[config.mk]
export PLATFORM = sky130hd
export DESIGN_NAME = fma16_issue_q
export DESIGN_NICKNAME = d
export VERILOG_FILES = /design/src/rtl/fma16_pkg.sv /design/src/rtl/fma16_req_fifo.sv /design/src/rtl/fma16_issue_q.sv
export SDC_FILE = /design/constraint.sdc
export NUM_CORES = 1
export LEC_CHECK = 0
export ABC_AREA = 1
export BUFFER_PORTS_ARGS = -buffer_cell sky130_fd_sc_hd__buf_4
export CAP_MARGIN = 0
export CORE_UTILIZATION = 46
export CTS_CLUSTER_DIAMETER = 120
export DETAILED_ROUTE_END_ITERATION = 6
export PLACE_DENSITY = 0.75
export SLEW_MARGIN = 10
export SYNTH_ARGS = -nofsm -noshare
export SYNTH_HDL_FRONTEND = slang
export SYNTH_SLANG_ARGS = --single-unit
[constraint.sdc]
create_clock -name clk -period 4.4 [get_ports clk]
set_clock_uncertainty 0.15 [all_clocks]
set_input_delay 0.22 -clock clk [delete_from_list [all_inputs] [get_ports clk]]
set_output_delay 0.22 -clock clk [all_outputs]
set_load 0.05 [all_outputs]
[src/rtl/fma16_pkg.sv]
// Shared types and constants for the fma16 operand-issue stage.
// A request is the three fp16 operands plus the operation control bits.
package fma16_pkg;

    typedef struct packed {
        logic [1:0] roundmode;
        logic       mul;
        logic       add;
        logic       negp;
        logic       negz;
    } fma_ctrl_t;

    typedef struct packed {
        logic [15:0] x;
        logic [15:0] y;
        logic [15:0] z;
        fma_ctrl_t   ctrl;
    } fma_req_t;

    localparam int REQ_W  = $bits(fma_req_t);
    localparam int NFLAGS = 4;

    // Bit positions within the {Invalid, Overflow, Underflow, Inexact} flag vector
    localparam int FLG_NV = 3;
    localparam int FLG_OF = 2;
    localparam int FLG_UF = 1;
    localparam int FLG_NX = 0;

    // Clear takes effect before the newly captured flags are merged in
    function automatic logic [NFLAGS-1:0] merge_flags(
        input logic [NFLAGS-1:0] sticky,
        input logic [NFLAGS-1:0] fresh,
        input logic              clr
    );
        return clr ? fresh : (sticky | fresh);
    endfunction

endpackage

[src/rtl/fma16_req_fifo.sv]
// Circular request buffer with occupancy count. The head entry is read
// combinationally so it can feed the fma16 datapath in the same cycle.
module fma16_req_fifo #(
    parameter  int DEPTH = 4,
    parameter  int WIDTH = 54,
    localparam int PTR_W = $clog2(DEPTH),
    localparam int CNT_W = $clog2(DEPTH + 1)
) (
    input  logic             clk,
    input  logic             reset,
    input  logic             wr_en,
    input  logic [WIDTH-1:0] wr_data,
    input  logic             rd_en,
    output logic [WIDTH-1:0] rd_data,
    output logic [CNT_W-1:0] count,
    output logic             full,
    output logic             empty
);

    logic [WIDTH-1:0] mem_reg [DEPTH];
    logic [PTR_W-1:0] wr_ptr_reg;
    logic [PTR_W-1:0] rd_ptr_reg;
    logic [CNT_W-1:0] count_reg;
    logic             do_wr;
    logic             do_rd;

    assign full  = (count_reg == CNT_W'(DEPTH));
    assign empty = (count_reg == '0);
    assign do_wr = wr_en & ~full;
    assign do_rd = rd_en & ~empty;

    // DEPTH is a power of two, so pointer overflow is the modulo wrap
    always_ff @(posedge clk) begin
        if (!reset) begin
            wr_ptr_reg <= '0;
            rd_ptr_reg <= '0;
            count_reg  <= '0;
        end else begin
            if (do_wr) wr_ptr_reg <= wr_ptr_reg + 1'b1;
            if (do_rd) rd_ptr_reg <= rd_ptr_reg + 1'b1;
            case ({do_wr, do_rd})
                2'b10:   count_reg <= count_reg + 1'b1;
                2'b01:   count_reg <= count_reg - 1'b1;
                default: count_reg <= count_reg;
            endcase
        end
    end

    always_ff @(posedge clk) begin
        if (do_wr) mem_reg[wr_ptr_reg] <= wr_data;
    end

    assign rd_data = mem_reg[rd_ptr_reg];
    assign count   = count_reg;

endmodule

[src/rtl/fma16_issue_q.sv]
// Buffers fma16 requests, presents the oldest to the external fma16 datapath,
// and registers its result/flags into a handshaked output stage with sticky flags.
module fma16_issue_q
    import fma16_pkg::*;
#(
    parameter int DEPTH = 4
) (
    input  logic                       clk,
    input  logic                       reset,
    input  logic                       in_valid,
    output logic                       in_ready,
    input  logic [15:0]                in_x,
    input  logic [15:0]                in_y,
    input  logic [15:0]                in_z,
    input  logic [5:0]                 in_ctrl,
    output logic [15:0]                fma_x,
    output logic [15:0]                fma_y,
    output logic [15:0]                fma_z,
    output logic [1:0]                 fma_roundmode,
    output logic                       fma_mul,
    output logic                       fma_add,
    output logic                       fma_negp,
    output logic                       fma_negz,
    input  logic [15:0]                fma_result,
    input  logic [3:0]                 fma_flags,
    output logic                       out_valid,
    input  logic                       out_ready,
    output logic [15:0]                out_result,
    output logic [3:0]                 out_flags,
    output logic [3:0]                 sticky_flags,
    input  logic                       sticky_clr,
    output logic [$clog2(DEPTH+1)-1:0] count
);

    fma_req_t          in_req;
    fma_req_t          head;
    fma_req_t          issue;
    logic              fifo_full;
    logic              fifo_empty;
    logic              push;
    logic              capture;
    logic [NFLAGS-1:0] cap_flags;

    logic              out_valid_reg;
    logic [15:0]       out_result_reg;
    logic [NFLAGS-1:0] out_flags_reg;
    logic [NFLAGS-1:0] sticky_reg;

    assign in_req   = {in_x, in_y, in_z, in_ctrl};
    assign in_ready = ~fifo_full;
    assign push     = in_valid & in_ready;
    assign capture  = ~fifo_empty & (~out_valid_reg | out_ready);

    fma16_req_fifo #(
        .DEPTH (DEPTH),
        .WIDTH (REQ_W)
    ) u_fifo (
        .clk     (clk),
        .reset   (reset),
        .wr_en   (push),
        .wr_data (in_req),
        .rd_en   (capture),
        .rd_data (head),
        .count   (count),
        .full    (fifo_full),
        .empty   (fifo_empty)
    );

    // Stale memory contents must never reach fma16 when nothing is queued
    assign issue         = fifo_empty ? '0 : head;
    assign fma_x         = issue.x;
    assign fma_y         = issue.y;
    assign fma_z         = issue.z;
    assign fma_roundmode = issue.ctrl.roundmode;
    assign fma_mul       = issue.ctrl.mul;
    assign fma_add       = issue.ctrl.add;
    assign fma_negp      = issue.ctrl.negp;
    assign fma_negz      = issue.ctrl.negz;

    assign cap_flags = capture ? fma_flags : '0;

    always_ff @(posedge clk) begin
        if (!reset) begin
            out_valid_reg  <= 1'b0;
            out_result_reg <= '0;
            out_flags_reg  <= '0;
            sticky_reg     <= '0;
        end else begin
            if (capture) begin
                out_valid_reg  <= 1'b1;
                out_result_reg <= fma_result;
                out_flags_reg  <= fma_flags;
            end else if (out_ready) begin
                out_valid_reg  <= 1'b0;
            end
            sticky_reg <= merge_flags(sticky_reg, cap_flags, sticky_clr);
        end
    end

    assign out_valid    = out_valid_reg;
    assign out_result   = out_result_reg;
    assign out_flags    = out_flags_reg;
    assign sticky_flags = sticky_reg;

endmodule

Word level (Yosys, flattened, before mapping)
Memory sizes are Yosys's and may differ from the RTL's. A register that Yosys moved wholly into a read port is not among the register bits.
Index checks and enable logic that the tools add are counted.
W data, S select, Z words.
{ "totals": {"ff_bits": 32, "mem_bits_rw": 216, "input_bits": 79, "out_inout_bits": 83, "elab_cells": 37, "memories": 1} }
{ "classes": {"add_sub_neg": 4, "n_eq_ne": 3, "mux": 10, "n_bitwise": 9, "n_reduce_logical": 3} }
{ "memory_table": {"columns": ["name", "depth", "word_bits", "read_ports", "rd_ports_with_merged_regs", "write_ports", "line", "source"], "rows": [
  ["u_fifo.mem_reg", 4, 54, 1, 1, 1, "fma16_req_fifo.sv:20", "logic [WIDTH-1:0] mem_reg [DEPTH];"]
]} }
{ "ops": {"columns": ["operator", "count"], "rows": [
  ["$mux W54", 1],
  ["$mux W4", 2],
  ["$pmux W3 S2", 1],
  ["$add A2 B1 Y2 const B", 2],
  ["$and A1 B1 Y1", 4],
  ["$mux W1", 4],
  ["$mux W2", 2],
  ["$or A4 B4 Y4", 1],
  ["$reduce_bool A2 Y1", 2],
  ["$add A3 B1 Y3 const B", 1],
  ["$eq A3 B3 Y1 const B", 1],
  ["$logic_not A3 Y1", 1],
  ["$not A1 Y1", 3],
  ["$sub A3 B1 Y3 const B", 1],
  ["$eq A2 B1 Y1 const B", 1],
  ["$eq A2 B2 Y1 const B", 1],
  ["$or A1 B1 Y1", 1]
]} }

Logic depth before layout (Yosys ltp)
Gate-level depths: netlist of run 1.
{ "depth": {"ltp_word": 6, "depth_mapped": 14, "ltp_nobuf": 13} }

By module
A second synthesis of run 1 with hierarchy kept.
{ "unflattened": {"cells_unflattened": 833, "area_unflattened_um2": 9899.5} }
{ "modules_own_cells": {"columns": ["module", "instances", "cells_per_inst", "area_each_um2", "seq_area_each_um2"], "rows": [
  ["fma16_req_fifo", 1, 592, 8469.4, 6666.4],
  ["fma16_issue_q", 1, 241, 1430.1, 500.5]
]} }

Least setup slack after synthesis of run 1
OpenSTA, ideal clock, no wires.
{ "synth_timing": {"path_kind": "register to register", "from": "reg u_fifo.count_reg[0] (netlist: u_fifo.count[0])", "to": "mem u_fifo.mem_reg[0][0] (enable)", "setup_ns": 0.466, "t_arrival_ns": 3.750, "required_ns": 3.784, "slack_ns": 0.034, "path_stages_with_launch": 5, "n_path_buf": 0, "synth_period_minus_slack_ns": 4.366, "cell_sequence": "dfxtp_1 > nor2_2 > nand2_1 > nand2_1 > nor2_1"} }
{ "synth_via": {"elab_chain_cells": 6} }
{ "synth_rtl": {"columns": ["element", "line", "source"], "rows": [
  ["start, declared", "fma16_req_fifo.sv:23", "logic [CNT_W-1:0] count_reg;"],
  ["start signal, assigned", "fma16_req_fifo.sv:42", "2'b10: count_reg <= count_reg + 1'b1;"],
  ["start signal, assigned", "fma16_req_fifo.sv:43", "2'b01: count_reg <= count_reg - 1'b1;"],
  ["start signal, assigned", "fma16_req_fifo.sv:44", "default: count_reg <= count_reg;"],
  ["$eq A3 B3 Y1 (*)", "fma16_req_fifo.sv:27", "assign full = (count_reg == CNT_W'(DEPTH));"],
  ["$not A1 Y1 (*)", "fma16_issue_q.sv:50", "assign in_ready = ~fifo_full;"],
  ["net in_ready", "fma16_issue_q.sv:11", "output logic in_ready,"],
  ["$and A1 B1 Y1", "fma16_issue_q.sv:51", "assign push = in_valid & in_ready;"],
  ["$and A1 B1 Y1 (*)", "fma16_req_fifo.sv:29", "assign do_wr = wr_en & ~full;"],
  ["$mux W1 (*)", "fma16_req_fifo.sv:50", "if (do_wr) mem_reg[wr_ptr_reg] <= wr_data;"],
  ["$mux W1 (not written as such) (*)", "fma16_req_fifo.sv:50", null],
  ["end, declared", "fma16_req_fifo.sv:20", null]
]} }
The timed path passes the listed nets; every way through them passes the cells marked *.

==> results of run 1 <==
[final timing paths]
kind / to / slack, ns / cells past startpoint
worst min register to register: flip-flop / 0.33 / 2
worst min-delay path: u_fifo.rd_ptr_reg[1] / 0.06 / 5
worst max-delay path: fma_y[4] / 1.29 / 6
worst max register to register: u_fifo.count[2] / 1.75 / 12
[stage by stage]
stage	utilization [%]	cell area, um^2	std cells	power, uW
finish	61.5	13000	1405	9200
global route	61.5	13000	1405	9680
CTS	61.5	13000	1405	9250
detailed placement	53.9	11400	1275	7220
global placement	53.9	11400	1275	7170
floorplan	-	9940	878	6080
[per-layer routing]
| layer | vias up | global-route usage (%) | part of all wire [%] |
|---|---|---|---|
| met1 | 3333 | 25.0 | 40 |
| met3 | 33 | 4.16 | 7.2 |
| li1 | 3431 | - | - |
| met2 | 234 | 36.1 | 51 |
| met4 | 0 | 5.82 | 1.5 |
| met5 | - | 0 | 0 |
[cell families (layout without fill, tap and decap cells)]
kind of cell             Yosys count  in the layout
adder cells (fa/ha/maj)            6              6
AO/OA/AOI/OAI                    124            124
AND/OR/NAND/NOR                  431            431
buffers and inverters             67            319
flip-flops                       250            250
[worst register-to-register path, delay by kind of cell (launching register included)]
family | cells | cell delay, ns
and+or+nand+nor | 7 | 1.04
DFF | 1 | 0.33
adders and majority gates | 2 | 0.61
buffers and inverters | 3 | 0.44
[cell usage in the layout, fill, tap and decap left out, types with 26 or more instances in the layout]
master         count
nand2_1          254
a21oi_1           65
clkbuf_16         26
buf_4            163
dfxtp_1           33
dlygate4sd3_1     84
nor2_1           146
edfxtp_1         216
o21ai_0           56
[area by class of cell]
| type | count | area [um^2] |
|---|---|---|
| clock inverter | 14 | 78.8 |
| tap | 275 | 344 |
| multi-input combinational | 561 | 2440 |
| inverter | 21 | 87.6 |
| sequential | 250 | 7170 |
| timing repair buffer | 252 | 2160 |
| fill | 1629 | 8120 |
| clock buffer | 32 | 673 |
[power by group through the flow]
stage / Clock [uW] / Sequential (uW) / Combinational (uW)
after CTS: 1990 / 3090 / 4170
final: 1940 / 3090 / 4170
after global routing: 2080 / 3120 / 4480
after global placement: 0 / 3120 / 4050
after floorplan: 0 / 3360 / 2720
after detailed placement: 0 / 3130 / 4090
[timing repair]
action / 4_1_cts / 5_1_grt
hold endpoints to repair: 250 / 0
setup endpoints to repair: 0 / 0
hold buffers: 84 / 0
==> flow_summary.yaml, run 1 <==
route:
  detail_route.wl_per_cell_um: 15.9
  wl_um: 22300
  via_count: 7031
  drtPass1Iterations: 5
  drc_errors: 0
  drtIter0Drc: 416
  ant_nets: 0
  detail_route.vias_per_cell: 5.00
timing:
  whs_ns: 0.0559
  worst_slack_ns: 1.29
  slew_viol_final: 0
  finalHoldViolations: 0
  fin_crit_ns: 3.11
  fmax_mhz: 321
  tightestPinTransition_ns: 0.987
  fin_crit_sh_pct: 70.8
  slew_headroom_pct: 34.1
  rsz0062_at_grt: "false"
  finalSetupViolations: 0
  final.setup.tns_ns: 0
logic_synthesis:
  yosysWarnings: 0
  syn_area_um2: 9940
  syn-mean-instance-area_um2: 11.3
  synth_edf_count: 216
  synthSimpleGateAreaFrac_pct: 17.1
  synth_xor_area_share_pct: 0
  yosys-top-cells-count: "254 x nand2_1, 216 x edfxtp_1, 150 x nor2_1, 65 x a21oi_1, 56 x o21ai_0"
  ys_ff_latch: 250
  synth.top_cells.by_area: "edfxtp_1 65%, nand2_1 9.6%, dfxtp_1 6.8%, nor2_1 5.7%, a21oi_1 3.3%"
  synth.top_cell.area_share_pct: 65.2
  synth_nets: 963
  synthArstFlopShare_pct: 0
  synth.distinct_cells: 23
  synth_top_area_cell: "edfxtp_1"
  synth_compound_area_share_pct: 6.36
  seq_area_frac_synth_pct: 72.1
  syn_inst: 878
  synthMuxAreaShare_pct: 0
  synth_top_family_by_area: "simple AND/OR/NAND/NOR gates"
  yosys.cell_count.top_type: "nand2_1"
  synth_top_flop_cell: "edfxtp_1"
  synthAdderAreaFrac_pct: 0.831
critical_path:
  startpoint_type: "flip-flop"
  critPathSlowestCell: "dfxtp_4"
  critical_path_buf_inv_count: 2
  crit_path_end_kind: "output pin"
  critical_path_class: "reg -> out"
  crit_family: "flip-flops"
  cp_max_fo: 78
  critPathArrivalTime_ns: 2.74
  reg2reg_from: "out_valid"
  critPathMaxStageDelay_ns: 0.95
  path_cells: "buf_4, nor2_1, nor2_1, o21ai_0, a21oi_1, buf_4"
  cp.required_ns: 4.03
finish:
  synthToLayoutAreaGrowth_pct: 30.4
  layout-drive-gt1-share_pct: 19.4
  largest_reg_flops: 216
  antennaDiodeCount: 0
  nets: 1196
grt:
  grt_overflow: 0
  antenna_found_initial: 0
  grt_pass1_wl_um: 35300
  grtUsageTotal_pct: 20.3
  grt_pass1_vias: 7131
  grt_max_degree: 109
power:
  ir_drop_uv: 444
  p_seq_share_pct: 33.6
  combPwrFrac_pct: 45.3
  p_int_uw: 5110
  clockPowerShare_pct: 21.1
  p_sw_share_pct: 44.5
  power_per_cell_area_nw_per_um2: 710
  leakage_uw: 0.00520
  power.switching_uw: 4090
clock_tree:
  cts_buffer_depth: 3
  post_cts_resized: 0
  numCtsBuffers: 25
  h-tree-depth: 1
  clock_latency_ns: 0.52
  root_buffer: "clkbuf_16"
  cts_tree: "built"
  cts.sinks: 250
  clk_pin_slew_ns: 0.07
  postCtsSetupBuffers: 0
floorplanning:
  die_h_um: 149
  initial_core_util_pct: 47.1
  coreArea_um2: 21100
  fp.dieW_um: 149
  dieArea_um2: 22200
  io-pin-count: 162
  num_rows: 53
status:
  status: "complete, no violations"
worst_hold_path:
  hp-start: "out_ready"
  hp-class: "in -> reg"
place:
  post-place-ws_ns: 1.79
  io_buffers: 161
  dp_hpwl_um: 12000
  gp_congestion: 0.783
job:
  drv_cap: 0
No activity file was read; power rests on OpenSTA's default activity.
==> run 2: changes to the inputs <==
--- a/config.mk
+++ b/config.mk
@@ -5,7 +5,7 @@
 export SDC_FILE = /design/constraint.sdc
 export NUM_CORES = 1
 export LEC_CHECK = 0
-export ABC_AREA = 1
+export ABC_AREA = 0
 export BUFFER_PORTS_ARGS = -buffer_cell sky130_fd_sc_hd__buf_4
 export CAP_MARGIN = 0
 export CORE_UTILIZATION = 46
==> constraint.sdc (replaced) <==
create_clock -name clk -period 3.2 [get_ports clk]
set_clock_uncertainty 0.15 [all_clocks]
set_input_delay 0.16 -clock clk [delete_from_list [all_inputs] [get_ports clk]]
set_output_delay 0.16 -clock clk [all_outputs]
set_load 0.05 [all_outputs]
==> flow_summary.yaml, run 2 <==
worst_hold_path:
  hp-class: "in -> reg"
clock_tree:
  cts.sinks: 250
  cts_tree: "built"
  post_cts_resized: 0
  root_buffer: "clkbuf_16"
  cts_buffer_depth: 3
  clk_pin_slew_ns: 0.06
  h-tree-depth: 1
  numCtsBuffers: 26
  clock_latency_ns: 0.51
finish:
  fillers: 1412
  multi_input_area_um2: 2260
  synthToLayoutAreaGrowth_pct: 35.1
  antennaDiodeCount: 0
  nets: 861
  final_cell_mix: "216 x edfxtp_1, 171 x buf_4, 100 x dlygate4sd3_1"
  register_area_um2: 7170
  layout.cell_area.non_filler_um2: 13000
  layout-drive-gt1-share_pct: 34.4
  final_common_cell: "edfxtp_1"
  finalNonFillerCells: 1066
  largest_reg_flops: 216
  fin_util_pct: 63.8
grt:
  grt_pass1_wl_um: 31100
  met1_usage_pct: 23.8
  grt_overflow: 0
  grt.busiest_layer: "met2"
  grt_max_degree: 59
  grt_pass1_vias: 5868
  grtUsageTotal_pct: 18.7
  met2_usage_pct: 32.6
  antenna_found_initial: 0
  gr-usage-met3_pct: 3.81
floorplanning:
  dieArea_um2: 21500
  io-pin-count: 162
  num_rows: 52
  die_h_um: 147
  fp.dieW_um: 147
  initial_core_util_pct: 47.2
  coreArea_um2: 20400
status:
  status: "complete, no violations"
logic_synthesis:
  seq_area_frac_synth_pct: 74.6
  synth.top_cells.by_area: "edfxtp_1 67%, mux4_2 13%, dfxtp_1 7.1%, and2_1 3.9%, mux2i_1 2.2%"
  synth.top_cell.area_share_pct: 67.5
  synth.distinct_cells: 29
  yosysWarnings: 0
  synth_edf_count: 216
  ys_ff_latch: 250
  synth_top_area_cell: "edfxtp_1"
  synthArstFlopShare_pct: 0
  syn_inst: 500
  syn-mean-instance-area_um2: 19.2
  synth_top_flop_cell: "edfxtp_1"
  synth_nets: 585
  yosys-top-cells-count: "216 x edfxtp_1, 60 x and2_1, 54 x mux4_2, 48 x nand2_1, 34 x dfxtp_1"
  yosys.cell_count.top_type: "edfxtp_1"
  syn_area_um2: 9610
route:
  drc_errors: 0
  via_count: 5413
  detail_route.vias_per_cell: 5.08
  drtPass1Iterations: 4
  detail_route.wl_per_cell_um: 18.6
  wl_um: 19900
  drtIter0Drc: 260
  ant_nets: 0
critical_path:
  critPathArrivalTime_ns: 2.45
  path_cells: "buf_4, mux4_2, and2_1, buf_4"
  cp_max_fo: 26
  crit_family: "flip-flops"
  critPathSlowestCell: "dfxtp_2"
  startpoint_type: "flip-flop"
  cp.required_ns: 2.89
  critPathMaxStageDelay_ns: 0.82
  crit_path_end_kind: "output pin"
  cpMostUsedCell: "buf_4"
  critical_path_buf_inv_count: 2
  critical_path_class: "reg -> out"
power:
  power_per_cell_area_nw_per_um2: 919
  leakage_uw: 0.00475
  ir_drop_uv: 630
timing:
  tightestPinTransition_ns: 0.761
  finalSetupViolations: 0
  fin_crit_sh_pct: 86.4
  worst_slack_ns: 0.436
  slew_headroom_pct: 49.2
  finalHoldViolations: 0
  slew_viol_final: 0
  fmax_mhz: 362
  fin_crit_ns: 2.76
  final.setup.tns_ns: 0
  rsz0062_at_grt: "false"
place:
  placed_area_um2: 11100
  dp_cells: 918
  gp_congestion: 0.835
  dp_hpwl_um: 11300
  io_buffers: 161
  post-place-ws_ns: 0.679
job:
  drv_cap: 0
==> run 2: changes by cell type in the layout (fill, tap and decap cells not counted), moves of 12 or more <==
cell	before	now
nor2_1	146	1
a21oi_1	65	0
nand3b_1	16	4
and2_1	0	56
mux4_2	0	54
nand2_1	254	48
mux2i_1	0	21
dlygate4sd3_1	84	100
o21ai_0	56	4
==> run 2: worst reg2reg max path, stage by stage (launching register included) <==
cell and delay (ns):
dfxtp_1 0.45, or3_4 0.19, nand2_4 0.07, inv_4 0.28, ha_1 0.25, inv_1 0.07
fa_1 0.38, xor2_1 0.16, or3_1 0.30, a21boi_0 0.20
==> run 2: final timing paths <==
path,start,end,slack (ns),cells after the start
hold reg to reg,out_flags[2],out_flags[2],0.32,2
setup reg to reg,u_fifo.count[0],u_fifo.count[2],0.62,9
setup / recovery,flip-flop,fma_y[14],0.44,4
hold / removal,out_ready,out_valid,0.07,3
==> run 2: where the power goes <==
part	internal (uW)	switching, uW
combinational	1730	3060
sequential	3990	223
clock	1780	1160
==> run 2: stage by stage <==
| step | power (uW) | hold slack, ns |
|---|---|---|
| 6_report | 11900 | 0.0696 |
| 5_1_grt | 12400 | 0.0859 |
| 4_1_cts | 12000 | 0.0306 |
| 3_5_place_dp | 8930 | 0.213 |
| 3_3_place_gp | 8840 | 0.210 |
| 2_1_floorplan | 7590 | 0.109 |
==> run 2: logic make-up (layout without fill, tap and decap cells) <==
family | Yosys count | in the layout | share of synthesized area, %
flip-flops | 250 | 250 | 74.6
AND/OR/NAND/NOR | 123 | 123 | 6.89
multiplexers | 75 | 75 | 14.8
buffers and inverters | 33 | 329 | 2.02
AO/OA/AOI/OAI | 11 | 11 | 0.651
adder cells (fa/ha/maj) | 6 | 6 | 0.859
XOR/XNOR | 2 | 2 | 0.182
==> run 2: layer usage <==
layer  vias up  routed length (um)  share of wire (%)
li1       2481                   -                  -
met3        32                1010                5.1
met2       167               10100                 51
met5         -                   0                  0
met1      2733                8360                 42
met4         0                 357                1.8
==> run 2: area by class of cell <==
type	instances	area share, %
repair buffers	274	18.1
flip-flops and latches	250	55.2
well taps	270	2.60
clock inverters	10	0.790
clock buffers	38	5.75
inverters	7	0.222
multi-input cells	217	17.4
==> run 2: what timing repair did <==
| action | 4_1_cts | 5_1_grt |
|---|---|---|
| setup buffers | 0 | 0 |
| hold buffers | 100 | 0 |
| endpoints found under the hold margin | 248 | 0 |
==> run 3: changes to the inputs <==
--- a/config.mk
+++ b/config.mk
@@ -8,10 +8,10 @@
 export ABC_AREA = 0
 export BUFFER_PORTS_ARGS = -buffer_cell sky130_fd_sc_hd__buf_4
 export CAP_MARGIN = 0
-export CORE_UTILIZATION = 46
+export CORE_UTILIZATION = 38
 export CTS_CLUSTER_DIAMETER = 120
 export DETAILED_ROUTE_END_ITERATION = 6
-export PLACE_DENSITY = 0.75
+export PLACE_DENSITY = 0.66
 export SLEW_MARGIN = 10
 export SYNTH_ARGS = -nofsm -noshare
 export SYNTH_HDL_FRONTEND = slang
==> flow_summary.yaml, run 3 (synthesis gave the netlist of run 2 again) <==
status:
  status: "complete, no violations"
critical_path:
  r2r_cells: 3
  cpMostUsedCell: "buf_4"
  startpoint_type: "flip-flop"
  cp_max_fo: 19
  rr_endpoint: "u_fifo.mem_reg[0][34]"
  critPathArrivalTime_ns: 2.37
  reg2reg_slack_ns: 0.71
  path_cells: "buf_4, mux4_2, and2_1, buf_4"
  crit_path_end_kind: "output pin"
  reg2reg_from: "u_fifo.count[0]"
  cp.required_ns: 2.89
  critical_path_class: "reg -> out"
  critPathMaxStageDelay_ns: 0.61
  critPathSlowestCell: "dfxtp_4"
floorplanning:
  num_rows: 57
  die_h_um: 161
  initial_core_util_pct: 39.2
  dieArea_um2: 25900
  fp.dieW_um: 161
  coreArea_um2: 24500
  io-pin-count: 162
route:
  drtIter0Drc: 282
  via_count: 5489
  wl_um: 20300
  ant_nets: 0
  detail_route.vias_per_cell: 4.92
  drtPass1Iterations: 5
  drc_errors: 0
  detail_route.wl_per_cell_um: 18.2
finish:
  synthToLayoutAreaGrowth_pct: 35.1
  fillers: 1941
  fin_util_pct: 52.9
  multi_input_area_um2: 2260
  largest_reg_flops: 216
  register_area_um2: 7170
  nets: 859
  final_cell_mix: "216 x edfxtp_1, 167 x buf_4, 103 x dlygate4sd3_1"
  final_common_cell: "edfxtp_1"
  layout-drive-gt1-share_pct: 33.5
timing:
  rsz0062_at_grt: "false"
  slew_viol_final: 0
  fmax_mhz: 373
  fin_crit_sh_pct: 83.8
  final.setup.tns_ns: 0
  tightestPinTransition_ns: 0.886
  finalSetupViolations: 0
  slew_headroom_pct: 40.9
  finalHoldViolations: 0
  fin_crit_ns: 2.68
power:
  p_sw_share_pct: 37.6
  leakage_uw: 0.00471
  p_seq_share_pct: 35.8
  ir_drop_uv: 676
  power.switching_uw: 4440
  p_int_uw: 7360
  clockPowerShare_pct: 23.7
  combPwrFrac_pct: 40.5
  power_per_cell_area_nw_per_um2: 909
grt:
  grt_max_degree: 59
  grt_pass1_wl_um: 31600
  grt_overflow: 0
  antenna_found_initial: 2
  grt_pass1_vias: 5868
  grtUsageTotal_pct: 15.7
clock_tree:
  clock_latency_ns: 0.52
  h-tree-depth: 1
  cts_tree: "built"
  numCtsBuffers: 26
  postCtsSetupBuffers: 0
  cts.sinks: 250
  post_cts_resized: 0
  cts_buffer_depth: 3
  clk_pin_slew_ns: 0.06
  root_buffer: "clkbuf_16"
job:
  drv_cap: 0
worst_hold_path:
  hp-class: "in -> reg"
  min_to: "u_fifo.wr_ptr_reg[0]"
  hp-start: "in_valid"
  min_delay_path_depth: 3
place:
  gp_congestion: 0.808
  io_buffers: 161
  dp_hpwl_um: 11700
run 3: what timing repair did:
action / CTS / global route
hold buffers: 103 / 0
hold endpoints to repair: 242 / 0
setup endpoints to repair: 0 / 0
run 3: stage by stage:
stage	cell area (um^2)	cells	setup WS, ns	hold WS (ns)	power, uW
global route	13000	1116	0.365	0.0291	12300
floorplan	9610	500	0.0729	0.109	7590
finish	13000	1116	0.520	0.0240	11800
global placement	11200	967	0.769	0.210	8870
detailed placement	11200	967	0.697	0.215	8950
CTS	13000	1114	0.464	0.00163	11900
run 3: critical path, delay by kind of cell, from the launching register on:
kind                   cells  cell delay, ns
multiplexers               1            0.53
AND/OR/NAND/NOR            1            0.19
flip-flops                 1            0.61
buffers and inverters      2            0.51
run 3: cell type report:
type	count	share of cell area [%]
Sequential cell	250	55.2
Tap cell	324	3.12
Clock inverter	12	0.886
Clock buffer	32	5.18
Inverter	7	0.222
Multi-Input combinational cell	217	17.4
Antenna cell	2	0.0385
Timing Repair Buffer	272	17.9
run 3: power groups by stage:
stage / logic (uW) / registers, uW / clock network [uW]
6_report: 4780 / 4230 / 2790
5_1_grt: 5040 / 4280 / 2990
4_1_cts: 4840 / 4230 / 2880
3_5_place_dp: 4650 / 4300 / 0
3_3_place_gp: 4610 / 4270 / 0
2_1_floorplan: 2980 / 4610 / 0
run 3: metal layers:
layer  vias to the layer above  wire length (um)  track usage [%]
li1                       2480                 -                -
met1                      2797              8380             19.7
met2                       181             10300             27.6
met3                        31              1210             3.44
met4                         0               410             4.20
met5                         -                 0                0
run 3: worst max path at each step:
stage / endpoint / start / cells after the start / slack (ns)
6_report: fma_x[9] / flip-flop / 4 / 0.52
5_1_grt: fma_x[9] / flip-flop / 4 / 0.37
4_1_cts: fma_x[9] / flip-flop / 4 / 0.46
3_5_place_dp: u_fifo.mem_reg[0][51] / u_fifo.count[0] / 3 / 0.70
3_3_place_gp: u_fifo.count[2] / u_fifo.count[0] / 9 / 0.77
2_1_floorplan: u_fifo.mem_reg[2][0] / u_fifo.count[0] / 3 / 0.07
